### src/rtl/instr_fetch.sv
// Instruction fetch stage: PC register, single-outstanding imem read port, and a
// 2-entry {instr, pc} buffer feeding decode, with redirect flush of buffered/in-flight words.
module instr_fetch #(
   parameter logic [31:0] RESET_PC = 32'h0000_0000
) (
   input  logic        clk,
   input  logic        reset,
   output logic        imem_req_valid,
   input  logic        imem_req_ready,
   output logic [31:0] imem_addr,
   input  logic        imem_rsp_valid,
   input  logic [31:0] imem_rsp_data,
   input  logic        redirect_valid,
   input  logic [31:0] redirect_pc,
   output logic        id_valid,
   input  logic        id_ready,
   output logic [31:0] id_instr,
   output logic [31:0] id_pc,
   output logic [31:0] id_pc_plus4
);

   typedef struct packed {
      logic [31:0] instr;
      logic [31:0] pc;
   } ent_t;

   ent_t [1:0]  r_ent;
   logic        r_head;
   logic [1:0]  r_count;
   logic [31:0] r_pc;
   logic [31:0] r_req_pc;
   logic        r_outstanding;
   logic        r_drop;

   logic        w_req_fire;
   logic        w_rsp_take;
   logic        w_push;
   logic        w_pop;
   logic        w_tail;
   logic [31:0] w_redir_pc;
   ent_t        w_head_ent;

   // A request is only issued when a buffer slot is guaranteed for its response.
   assign imem_req_valid = !reset && !r_outstanding && (r_count != 2'd2) && !redirect_valid;
   assign imem_addr      = r_pc;

   assign w_req_fire = imem_req_valid && imem_req_ready;
   assign w_rsp_take = imem_rsp_valid && r_outstanding;
   assign w_push     = w_rsp_take && !r_drop && !redirect_valid;
   assign w_pop      = id_valid && id_ready && !redirect_valid;
   assign w_tail     = r_head ^ r_count[0];
   assign w_redir_pc = redirect_pc & 32'hFFFF_FFFC;

   assign w_head_ent  = r_ent[r_head];
   assign id_valid    = !reset && (r_count != 2'd0);
   assign id_instr    = w_head_ent.instr;
   assign id_pc       = w_head_ent.pc;
   assign id_pc_plus4 = w_head_ent.pc + 32'd4;

   always_ff @(posedge clk) begin
      if (reset) begin
         r_pc          <= RESET_PC;
         r_req_pc      <= RESET_PC;
         r_outstanding <= 1'b0;
         r_drop        <= 1'b0;
         r_count       <= 2'd0;
         r_head        <= 1'b0;
         r_ent         <= '0;
      end else begin
         if (w_rsp_take) begin
            r_outstanding <= 1'b0;
            r_drop        <= 1'b0;
         end
         if (w_req_fire) begin
            r_req_pc      <= r_pc;
            r_pc          <= r_pc + 32'd4;
            r_outstanding <= 1'b1;
         end
         if (w_push)
            r_ent[w_tail] <= '{instr: imem_rsp_data, pc: r_req_pc};
         if (redirect_valid) begin
            r_pc    <= w_redir_pc;
            r_count <= 2'd0;
            // Response still in flight belongs to the old path; swallow it on arrival.
            if (r_outstanding && !w_rsp_take)
               r_drop <= 1'b1;
         end else begin
            if (w_pop)
               r_head <= ~r_head;
            case ({w_push, w_pop})
               2'b10:   r_count <= r_count + 2'd1;
               2'b01:   r_count <= r_count - 2'd1;
               default: r_count <= r_count;
            endcase
         end
      end
   end

endmodule

### config.mk
export PLATFORM = sky130hd
export DESIGN_NAME = instr_fetch
export DESIGN_NICKNAME = d
export VERILOG_FILES = /design/src/rtl/instr_fetch.sv
export SDC_FILE = /design/constraint.sdc
export NUM_CORES = 1
export LEC_CHECK = 0
export ABC_CLOCK_PERIOD_IN_PS = 3600
export BUFFER_PORTS_ARGS = -buffer_cell sky130_fd_sc_hd__clkbuf_2
export CAP_MARGIN = 25
export CORE_MARGIN = 4
export CORE_UTILIZATION = 35
export CTS_BUF_LIST = sky130_fd_sc_hd__clkbuf_4
export CTS_CLUSTER_SIZE = 8
export DETAILED_ROUTE_END_ITERATION = 7
export SLEW_MARGIN = 10
export SYNTH_ARGS = -nofsm -noshare
export SYNTH_HDL_FRONTEND = slang
export SYNTH_SLANG_ARGS = --single-unit
### constraint.sdc
create_clock -name clk -period 3.6 [get_ports clk]
set_input_delay 0 -clock clk [delete_from_list [all_inputs] [get_ports clk]]
set_output_delay 0 -clock clk [all_outputs]
set_load 0.03 [all_outputs]
==> metrics.cfg <==
[place]
hpwl_mm=16.8
dp_cells=1566
preCtsSetupSlack_ns=1.00
routabilityCongestion=0.802
placedInstanceArea_um2=9900
io_buffer_count=191

[worst_setup_path]
rr_worst_depth=8
critical_path_class=reg2out
regToRegSetupSlack_ns=0.86
r2r-start=r_outstanding
crit_slowest_cell=dfxtp_4
slowest_delay_ns=0.60
crit_chain=buf_4, mux2i_1, or4b_4, nor4_2, xor2_1, clkbuf_2
critPathCaptureType=primary output
setup.worst_path.start_class=flop
rr_endpoint=r_ent[115]
crit_required_ns=3.60
critPathArrivalTime_ns=3.20
crit_path_max_fanout=33

[cts]
cts.path.max_buffers=2
h-tree-depth=4
root_buffer=clkbuf_4
clk_latency_ns=0.57
clk_pin_slew_ns=0.16
numCtsBuffers=17
postCtsSetupRepairBufs=0
tritoncts=yes
cts.sinks=189
ctsResizeCount=0

[grt]
grt-ovfl-total=0
grt_max_degree=105
antenna_found_initial=1
grt_pass1_wl_mm=40.4
track_usage=0.183
first_global_vias=7722

[worst_hold_path]
min_from=imem_req_ready
whs_path_depth=6
hp-class=in2reg
holdPathEnd=imem_addr[18]

[synthesis]
synth_cell_types=54
synthCells=1109
ys.flop_type=dfxtp_1
synthArstFlopShare=0
syn_area_per_cell_um2=7.83
seq_area_frac_synth=0.435
ys_ff_latch=189
ys_warn_count=0
syn-cell-area_um2=8690
synth_edf_count=0

[timing]
report.final.slew_viol_count=0
finalClockSkew_ns=0.0321
finalSetupViolCount=0
finalCritPeriodShare=0.888
worst_slack_ns=0.403
timing.setup.tns_ns=0
timing.fmax_ghz=0.313
slew_headroom=0.498
finalHoldViolCount=0
rsz0062_at_grt=no
tightest_slew_ns=0.753
period_minus_slack_ns=3.20

[detailed_routing]
drtPass1Iterations=5
vias=8318
drc=0
ant_nets=0
wirelength_mm=25.2
post_drt_wl_per_cell_um=14.9
viasPerCell=4.94
first_iter_violations=495

[finish]
multi_input_area_um2=4580
drive_gt1_frac=0.226
fin_area_um2=11100
fin_nets=1418
final_common_cell=nand2_1
final_cells=1683
final_cell_mix=nand2_1, clkbuf_2, dfxtp_1
fillers=2549
register_area_um2=3790
area_delta_synth_final_pct=27.3

[power_and_ir_drop]
total_power_mw=3.74
cellPowerDensity_nw_per_um2=339
irDropWorstVdd_v=0.000235
p_leak_nw=4.27

[floorplan]
initial_core_util=0.356
dieWidth_um=166
die_area_um2=27400
num_rows=57
ioPinCount=200
die_h_um=166
core_region_area_um2=24400

[outcome]
status=finished clean

[flow_run]
drv_cap=0

-- how the worst max path moves through the flow --
stage	from	endpoint	depth (start not counted)
4_1_cts	r_head	id_pc_plus4[31]	7
3_3_place_gp	r_head	id_pc_plus4[31]	6
6_report	r_head	id_pc_plus4[31]	6
5_1_grt	r_head	id_pc_plus4[24]	9
2_1_floorplan	r_head	id_pc_plus4[24]	12
3_5_place_dp	r_head	id_pc_plus4[31]	7
-- synth_stat cells (7+ instances only) --
| library cell | count | area (um^2) |
|---|---|---|
| nor3_1 | 8 | 40.0 |
| or3_1 | 8 | 50.1 |
| inv_1 | 10 | 37.5 |
| nor2_1 | 37 | 139 |
| mux2_2 | 56 | 631 |
| xor2_1 | 22 | 193 |
| nand3_1 | 22 | 110 |
| o21ai_0 | 7 | 35.0 |
| clkbuf_1 | 62 | 233 |
| nand2_1 | 358 | 1340 |
| a21oi_1 | 176 | 881 |
| buf_4 | 7 | 52.6 |
| dfxtp_1 | 189 | 3780 |
| a211oi_1 | 8 | 60.1 |
| xnor2_1 | 24 | 210 |
| nand4_1 | 19 | 119 |
-- worst max-delay path, delay by kind of cell, from the launching register on --
family	cells	cell delay, ns
multiplexers	1	0.26
XOR/XNOR	1	0.17
flip-flops	1	0.60
AND/OR/NAND/NOR	2	0.85
buffers and inverters	2	0.74
-- sequential cells by signal, indices dropped and copies added, names as in the netlist, named ones only --
signal	flops
r_ent	124
imem_addr	30
r_req_pc	30
r_count	2
r_head	1
r_outstanding	1
-- per-layer routing --
metal | global-route usage | share of wire | vias up
li1 | - | - | 4229
met3 | 0.0298 | 0.047 | 19
met4 | 0.0457 | 0.013 | 0
met5 | 0 | 0 | -
met2 | 0.279 | 0.44 | 219
met1 | 0.270 | 0.50 | 3851
-- final cells by class --
cell class              count  area share
multi-input cells         838       0.414
flip-flops and latches    189       0.343
repair buffers            288       0.176
well taps                 324      0.0367
clock inverters            14      0.0147
clock buffers              18      0.0122
inverters                  11     0.00373
diodes                      1    0.000226
-- where the power goes --
group,total (mW),switching (mW),leakage (nW),internal (mW)
Clock,1.23,0.738,0.165,0.491
Combinational,0.344,0.200,2.58,0.144
Sequential,2.17,0.0490,1.53,2.12
-- cell families after synthesis --
group / count (synthesis) / synth area share
other: 1 / 0.000432
and+or+nand+nor: 499 / 0.251
adders and majority gates: 3 / 0.00432
AOI/OAI and AO/OA: 222 / 0.141
DFF: 189 / 0.435
muxes: 62 / 0.0795
buffers and inverters: 87 / 0.0419
xor gates and xnor gates: 46 / 0.0464
-- per-stage QoR --
stage	util	hold slack, ns
floorplan	-	0.100
global placement	0.406	0.234
detailed placement	0.406	0.236
CTS	0.452	0.0890
global route	0.453	0.146
finish	0.453	0.133
-- what timing repair did --
item	CTS	global route
endpoints found under the hold margin	123	0
endpoints found under the setup margin	0	0
hold buffers	83	0
Note: power is estimated with default switching activity, not from simulation.
